--- src/rtl/phase_sequencer_if.sv ---
// Phase sequencer bus: board-side controls in, phase enables and status out.
//   exec     : raw Exec button level (asynchronous to clk)
//   mode     : 00 run, 01 instruction step, 10 phase step, 11 reserved
//   halt     : halt request from the control decoder
//   p        : one-hot phase enable, p[0] is the fetch phase
//   busy     : high while phases are being issued
//   halted   : sticky halt status
//   inst_cnt : completed instruction count
// master drives the controls (board / bench), slave is the sequencer.
interface phase_sequencer_if #(
    parameter int unsigned NPHASE = 5,
    parameter int unsigned CNT_W  = 16
);
    logic              exec;
    logic [1:0]        mode;
    logic              halt;
    logic [NPHASE-1:0] p;
    logic              busy;
    logic              halted;
    logic [CNT_W-1:0]  inst_cnt;

    modport master (
        output exec, mode, halt,
        input  p, busy, halted, inst_cnt
    );

    modport slave (
        input  exec, mode, halt,
        output p, busy, halted, inst_cnt
    );
endinterface

--- src/rtl/phase_sequencer.sv ---
// Multi-cycle datapath phase sequencer with debounced Exec button, run /
// instruction-step / phase-step modes, sticky halt and an instruction counter.
// Ports:
//   clk : system clock
//   rst : synchronous active-high reset; aborts any instruction in flight
//   sq  : phase_sequencer_if slave (exec, mode, halt in; p, busy, halted, inst_cnt out)
module phase_sequencer #(
    parameter int unsigned NPHASE   = 5,
    parameter int unsigned CNT_W    = 16,
    parameter int unsigned DEBOUNCE = 16
) (
    input logic               clk,
    input logic               rst,
    phase_sequencer_if.slave  sq
);
    localparam int unsigned PH_W   = $clog2(NPHASE);
    localparam int unsigned DB_W   = $clog2(DEBOUNCE + 1);
    localparam int unsigned STEP_W = $clog2(NPHASE + 1);

    typedef enum logic [2:0] {StIdle, StRun, StStepI, StStepP, StHalted} state_e;

    // Input conditioning
    logic            r_s1, r_s2, r_db, r_db_prev;
    logic [DB_W-1:0] r_db_cnt;
    logic            w_exec_pulse;

    // Sequencer state
    state_e            r_state, w_state_d;
    logic [PH_W-1:0]   r_ph;
    logic              r_pause, w_pause_d;
    logic [STEP_W-1:0] r_step_cnt, w_step_cnt_d;
    logic [CNT_W-1:0]  r_inst_cnt;
    logic              w_busy;
    logic              w_last;

    // Two-flop synchroniser followed by a stable-level debouncer.
    always_ff @(posedge clk) begin
        if (rst) begin
            r_s1      <= 1'b0;
            r_s2      <= 1'b0;
            r_db      <= 1'b0;
            r_db_prev <= 1'b0;
            r_db_cnt  <= '0;
        end else begin
            r_s1      <= sq.exec;
            r_s2      <= r_s1;
            r_db_prev <= r_db;
            if (r_s2 == r_db) begin
                r_db_cnt <= '0;
            end else if (r_db_cnt == DB_W'(DEBOUNCE - 1)) begin
                // s2 has now differed for DEBOUNCE consecutive cycles
                r_db     <= r_s2;
                r_db_cnt <= '0;
            end else begin
                r_db_cnt <= r_db_cnt + 1'b1;
            end
        end
    end

    assign w_exec_pulse = r_db & ~r_db_prev;
    assign w_last       = (r_ph == PH_W'(NPHASE - 1));

    // State register
    always_ff @(posedge clk) begin
        if (rst) begin
            r_state    <= StIdle;
            r_ph       <= '0;
            r_pause    <= 1'b0;
            r_step_cnt <= '0;
            r_inst_cnt <= '0;
        end else begin
            r_state    <= w_state_d;
            r_pause    <= w_pause_d;
            r_step_cnt <= w_step_cnt_d;
            if (w_busy) begin
                if (w_last) begin
                    r_ph       <= '0;
                    r_inst_cnt <= r_inst_cnt + 1'b1;
                end else begin
                    r_ph <= r_ph + 1'b1;
                end
            end
        end
    end

    // Next-state logic; halt at the last phase outranks pause and step completion.
    always_comb begin
        w_state_d    = r_state;
        w_pause_d    = r_pause;
        w_step_cnt_d = r_step_cnt;
        unique case (r_state)
            StIdle: begin
                if (w_exec_pulse) begin
                    w_pause_d    = 1'b0;
                    w_step_cnt_d = '0;
                    case (sq.mode)
                        2'b00:   w_state_d = StRun;
                        2'b01:   w_state_d = StStepI;
                        2'b10:   w_state_d = StStepP;
                        default: w_state_d = StIdle;
                    endcase
                end
            end
            StRun: begin
                if (w_last && sq.halt) begin
                    w_state_d = StHalted;
                end else if (w_last && (r_pause || w_exec_pulse)) begin
                    w_state_d = StIdle;
                    w_pause_d = 1'b0;
                end else if (w_exec_pulse) begin
                    w_pause_d = 1'b1;
                end
            end
            StStepI: begin
                if (w_last && sq.halt) begin
                    w_state_d = StHalted;
                end else if (r_step_cnt == STEP_W'(NPHASE - 1)) begin
                    w_state_d = StIdle;
                end else begin
                    w_step_cnt_d = r_step_cnt + 1'b1;
                end
            end
            StStepP: begin
                // ph is kept so the next step resumes mid-instruction
                if (w_last && sq.halt) begin
                    w_state_d = StHalted;
                end else begin
                    w_state_d = StIdle;
                end
            end
            StHalted: w_state_d = StHalted;
            default:  w_state_d = StIdle;
        endcase
    end

    // Outputs
    always_comb begin
        w_busy      = (r_state == StRun) || (r_state == StStepI) || (r_state == StStepP);
        sq.p        = w_busy ? (NPHASE'(1) << r_ph) : '0;
        sq.busy     = w_busy;
        sq.halted   = (r_state == StHalted);
        sq.inst_cnt = r_inst_cnt;
    end
endmodule
--- src/flat_wrapper.sv ---
// flat-port wrapper written by rule: the top's interface ports become plain ports
module phase_sequencer_flat 
#(
    parameter int unsigned NPHASE   = 5,
    parameter int unsigned CNT_W    = 16,
    parameter int unsigned DEBOUNCE = 16
)
  (clk, rst, sq_exec, sq_mode, sq_halt, sq_p, sq_busy, sq_halted, sq_inst_cnt);
  phase_sequencer_if #(.NPHASE(NPHASE), .CNT_W(CNT_W)) sq_i ();
  input logic clk;
  input logic rst;
  input wire logic [$bits(sq_i.exec)-1:0] sq_exec;
  input wire logic [$bits(sq_i.mode)-1:0] sq_mode;
  input wire logic [$bits(sq_i.halt)-1:0] sq_halt;
  output wire logic [$bits(sq_i.p)-1:0] sq_p;
  output wire logic [$bits(sq_i.busy)-1:0] sq_busy;
  output wire logic [$bits(sq_i.halted)-1:0] sq_halted;
  output wire logic [$bits(sq_i.inst_cnt)-1:0] sq_inst_cnt;
  assign sq_i.exec = sq_exec;
  assign sq_i.mode = sq_mode;
  assign sq_i.halt = sq_halt;
  assign sq_p = sq_i.p;
  assign sq_busy = sq_i.busy;
  assign sq_halted = sq_i.halted;
  assign sq_inst_cnt = sq_i.inst_cnt;
  phase_sequencer #(.NPHASE(NPHASE), .CNT_W(CNT_W), .DEBOUNCE(DEBOUNCE)) u_core (.clk(clk), .rst(rst), .sq(sq_i));
endmodule
--- config.mk ---
export PLATFORM = sky130hd
export DESIGN_NAME = phase_sequencer_flat
export DESIGN_NICKNAME = d
export VERILOG_FILES = /design/src/rtl/phase_sequencer_if.sv /design/src/rtl/phase_sequencer.sv /design/src/flat_wrapper.sv
export SDC_FILE = /design/constraint.sdc
export NUM_CORES = 1
export LEC_CHECK = 0
export ABC_AREA = 1
export CORE_AREA = 3 3 77 79
export CTS_CLUSTER_DIAMETER = 60
export CTS_CLUSTER_SIZE = 30
export DETAILED_ROUTE_END_ITERATION = 8
export DIE_AREA = 0 0 80 82
export HOLD_SLACK_MARGIN = 0.05
export PLACE_DENSITY = 0.66
export SYNTH_ARGS = -nofsm -noshare
export SYNTH_HDL_FRONTEND = slang
export SYNTH_SLANG_ARGS = --single-unit
--- constraint.sdc ---
create_clock -name clk -period 2.08 [get_ports clk]
set_clock_uncertainty 0.15 [all_clocks]
set_input_delay 0.416 -clock clk [delete_from_list [all_inputs] [get_ports clk]]
set_output_delay 0.416 -clock clk [all_outputs]
set_load 0.05 [all_outputs]
* Yosys cells after proc, flatten, opt, wreduce, memory -nomap -nowiden
Index checks and enable logic that the tools add are counted.
** Cells by class
- $add $sub $neg :: 4
- Equality and inequality tests :: 17
- Shift-type cells :: 1
- Multiplexer cells :: 19
- Bitwise gates (word level) :: 3
- Reduce and logical (&&, ||, !) cells :: 15
** Operators by type and width (count)
- 3-bit 2-to-1 mux :: 10
- 16-bit by 1-bit adder with 16-bit output (second input constant) :: 1
- 3-bit one-hot mux with 5 select lines :: 1
- 3-bit equality test (second input constant) :: 3
- 3-bit by 1-bit inequality test with 1-bit output (second input constant) :: 3
- 4-bit AND reduction :: 2
- 3-bit by 1-bit adder with 3-bit output (second input constant) :: 2
- 3-bit by 2-bit equality test with 1-bit output (second input constant) :: 2
- 2-bit inequality test (second input constant) :: 3
- 2-bit one-hot mux with 3 select lines :: 1
- 3-bit one-hot mux with 2 select lines :: 1
- 5-bit by 1-bit adder with 5-bit output (second input constant) :: 1
- 5-bit by 4-bit equality test with 1-bit output (second input constant) :: 1
- 5-bit 2-to-1 mux :: 1
- 1-bit by 3-bit left shift with 5-bit output (first input constant) :: 1
- 1-bit 2-to-1 mux :: 4
- 2-bit AND reduction :: 2
- 2-bit nonzero test :: 2
- 3-bit by 1-bit equality test with 1-bit output (second input constant) :: 1
- 3-bit zero test :: 1
- 1-bit logical OR :: 3
- 3-bit AND reduction :: 1
- 3-bit OR reduction :: 1
- 2-bit by 1-bit equality test with 1-bit output (second input constant) :: 1
- 8 further kinds :: 10
** Storage, ports and cells
- Flip-flop bits (word level) :: 35
- Input port bits :: 6
- Output and inout bits :: 23
- Word-level logic and storage cells :: 69

* Logic depth before layout (Yosys ltp)
- Depth after elaboration :: 7
- Mapped depth :: 10
- Gate-level depth less buffers :: 10

* Least setup slack after synthesis
No wires, ideal clock.
- Path kind :: reg2out
- Start :: register u_core.r_ph[0]
- End :: output sq_p[0]
- Arrival time :: 1.343 ns
- Data required time :: 1.514 ns
- Slack :: 0.171 ns
- Stages on the path, launching flop included :: 5
- Path buffers :: 0
- Path through :: dfxtp_1 inv_1 ha_1 nand2_1 nor2_1
** On the way
- Cells in the longest elaborated chain, start to end :: 2
** RTL lines
- from (decl) :: line phase_sequencer.sv:29 : logic [PH_W-1:0] r_ph;
- from (signal assigned) :: line phase_sequencer.sv:80 : r_ph <= r_ph + 1'b1;
- 1-bit by 3-bit left shift with 5-bit output :: line phase_sequencer.sv:139 : sq.p = w_busy ? (NPHASE'(1) << r_ph) : '0;
- 5-bit 2-to-1 mux :: line phase_sequencer.sv:139
- to (decl) :: line flat_wrapper.sv:15 : output wire logic [$bits(sq_i.p)-1:0] sq_p;
No other way between the ends.

* Worst setup path after layout
- Start :: register u_core.r_inst_cnt[15] (netlist: u_core.sq.inst_cnt[15])
- End :: output sq_inst_cnt[15]
** RTL lines
- from (decl) :: line phase_sequencer.sv:32 : logic [CNT_W-1:0] r_inst_cnt;
- from (signal assigned) :: line phase_sequencer.sv:78 : r_inst_cnt <= r_inst_cnt + 1'b1;
- to (decl) :: line flat_wrapper.sv:18 : output wire logic [$bits(sq_i.inst_cnt)-1:0] sq_inst_cnt;
No word-level cell between the ends.

==> flow_summary_export.csv <==
group,metric,value,unit
drt,drt_iter0_drc,61,
run,maxCapViolCount,0,
synth,ys_warn_count,0,
floorplanning,rows,27,
global_route,grt_pass1_wl,6.56,mm
cts,cts_tree,"done",
cts,cts_sinks,35,
cts,htreeDepth,2,
drt,wl_per_cell,10.2,um
setup_path,worstSetupStartpointType,"register",
synth,ys_ff_latch,35,
setup_path,crit_path_max_fanout,2,
synth,synth.distinct_cells,28,
power_and_ir_drop,combPwrFrac,0.030,
drt,vias_per_cell,4.57,
power_and_ir_drop,ir_worst_vdd,321,uV
setup_path,cp_data_required_time,1.51,ns
synth,syn_nets,279,
floorplanning,ios,29,
power_and_ir_drop,pwr-share-clk,0.475,
sta,final.setup.tns,0,ns
place,place_inst,360,
global_route,antenna_found_initial,0,
cts,cts_buffer_depth,2,
cts,clk_latency,0.29,ns
power_and_ir_drop,leakage,1.03,nW
floorplanning,die_y,82,um
sta,finalMaxSlewViolations,0,
floorplanning,die_x,80,um
power_and_ir_drop,power_frac_seq,0.494,
sta,tightest_slew,0.490,ns
global_route,grt_use_total,0.126,
synth,async_reset_ff_frac,0,
cts,cts.clk_slew.worst_paths,0.08,ns
power_and_ir_drop,p_sw_frac,0.203,
synth,syn_avg_cell_area,7.20,um^2
cts,holdBufCountCts,0,
drt,postRouteAntennaNets,0,
setup_path,cp_slowest_cell,"clkdlybuf4s50_1",
outcome,status,"finished, final reports clean",
setup_path,arrival,1.41,ns
layout,nets,314,
synth,yosysSeqAreaShare,0.374,
layout,layout-drive-gt1-share,0.152,
cts,cts_made_buffers,5,
global_route,overflow,0,
floorplanning,start_util,0.347,
place,port_buffers,28,
cts,ctsResizeCount,0,
sta,hold_viol,0,
drt,vias,1681,
synth,netlist_area,1870,um^2
sta,fmax,507,MHz
drt,drc_errors,0,
sta,slew_headroom,0.672,
setup_path,crit_path_max_incr_delay,0.80,ns
place,dpl_worst_slack,0.250,ns
drt,wl,3.76,mm
power_and_ir_drop,power.density,567,nW/um^2
layout,area_growth,28.2,%
power_and_ir_drop,power_switching,0.276,mW
place,gp_congestion,0.852,
sta,setup_viol,0,
min_path,hp-class,"register to register",
setup_path,critical_path_buf_inv_count,1,
synth,synth_edf_count,0,
synth,synth_flop_cell,"dfxtp_1",
floorplanning,die-area,6560,um^2
sta,rsz0062_at_grt,"no",
power_and_ir_drop,p_int,1.09,mW
global_route,grt_pass1_vias,1543,
setup_path,crit_path_cell_trace,"clkdlybuf4s50_1",
place,hpwl,2.90,mm
sta,worst_slack,0.108,ns
drt,drt-pass1-iter-count,4,
setup_path,crit_family,"buffers and inverters",
floorplanning,core,5410,um^2
layout,n_antenna_cell,0,
cts,cts-root-buf,"clkbuf_8",
sta,fin_crit,1.97,ns
sta,post-route-period-util,0.948,
setup_path,critPathKind,"register to output port",
layout,fin_cells,368,
cts,postCtsSetupBuffers,0,
synth,postSynthCellCount,260,
global_route,grt_max_degree,15,
setup_path,end_kind,"output port",
[final timing paths]
check	start	to	slack, ns	cells after the start
setup / recovery	u_core.sq.inst_cnt[15]	sq_inst_cnt[15]	0.11	1
hold / removal	u_core.r_s1	u_core.r_s2	0.26	2
setup reg to reg	u_core.r_ph[0]	u_core.sq.inst_cnt[7]	0.35	9
hold reg to reg	u_core.r_s1	u_core.r_s2	0.26	2
[synthesized netlist by cell type (2+ instances only)]
library cell	instances	share of area
ha_1	13	0.087
inv_1	42	0.084
nor2_1	42	0.084
nand2_1	45	0.090
o21ai_0	10	0.027
clkbuf_1	2	0.0040
o21bai_1	2	0.0080
dfxtp_1	35	0.37
a21oi_1	21	0.056
xor2_1	3	0.014
nor3b_1	2	0.0080
nand2_4	3	0.018
nor3_1	4	0.011
nand4_1	7	0.023
nand3_1	16	0.043
[layout make-up]
| type | count | area, um^2 |
|---|---|---|
| tap | 72 | 90.1 |
| fill | 571 | 3000 |
| inverter | 44 | 170 |
| clock inverter | 2 | 38.8 |
| multi-input combinational | 178 | 983 |
| clock buffer | 6 | 82.6 |
| timing repair buffer | 31 | 335 |
| sequential | 35 | 701 |
[logic make-up (layout without fill, tap and decap cells)]
kind of cell / Yosys count / in the layout / share of synthesized area
xor gates and xnor gates: 3 / 3 / 0.0140
and+or+nand+nor: 125 / 125 / 0.317
DFF: 35 / 35 / 0.374
adders and majority gates: 13 / 13 / 0.0868
AOI/OAI and AO/OA: 37 / 37 / 0.106
buffers and inverters: 47 / 83 / 0.102
[layer usage]
layer,vias up,part of all wire,track usage
li1,898,-,-
met1,748,0.49,0.157
met2,30,0.45,0.204
met3,5,0.045,0.0395
met4,0,0.016,0.0507
met5,-,0,0
[state kept, by name, indices dropped and copies added (netlist names)]
register	flops
u_core.r_db	1
u_core.r_db_cnt	5
u_core.r_db_prev	1
u_core.r_pause	1
u_core.r_ph	3
u_core.r_s1	1
u_core.r_s2	1
u_core.r_state	3
u_core.r_step_cnt	3
u_core.sq.inst_cnt	16
[tightest hold or removal path, delay by kind of cell (launching register included)]
| family | cells | cell delay (ns) |
|---|---|---|
| simple gates | 1 | 0.03 |
| buf+inv | 1 | 0.04 |
| flops | 1 | 0.30 |
[metrics by stage]
step	power (mW)	area (um^2)	utilization	hold slack, ns
2_1_floorplan	0.712	1870	-	0.238
3_3_place_gp	0.729	2280	0.421	0.240
3_5_place_dp	0.730	2280	0.421	0.247
4_1_cts	1.38	2400	0.444	0.261
5_1_grt	1.41	2400	0.444	0.278
6_report	1.36	2400	0.444	0.262
[layout by cell type, fill, tap and decap left out, types with 2 or more instances in the layout]
cell type,instances
xor2_1,3
nand2_1,45
clkdlybuf4s50_1,6
inv_1,42
buf_4,18
a21oi_1,21
o21ai_0,10
nor3_1,4
buf_12,7
nand4_1,7
nor3b_1,2
nand2_4,3
o21bai_1,2
nor2_1,42
clkbuf_8,6
ha_1,12
dfxtp_1,35
nand3_1,16
[power groups by stage]
stage          clock network [mW]  registers, mW  logic, mW
5_1_grt                     0.690          0.673     0.0469
6_report                    0.647          0.673     0.0412
3_5_place_dp                    0          0.689     0.0412
3_3_place_gp                    0          0.689     0.0408
2_1_floorplan                   0          0.688     0.0239
4_1_cts                     0.665          0.673     0.0415
(Power assumes the default switching activity.)
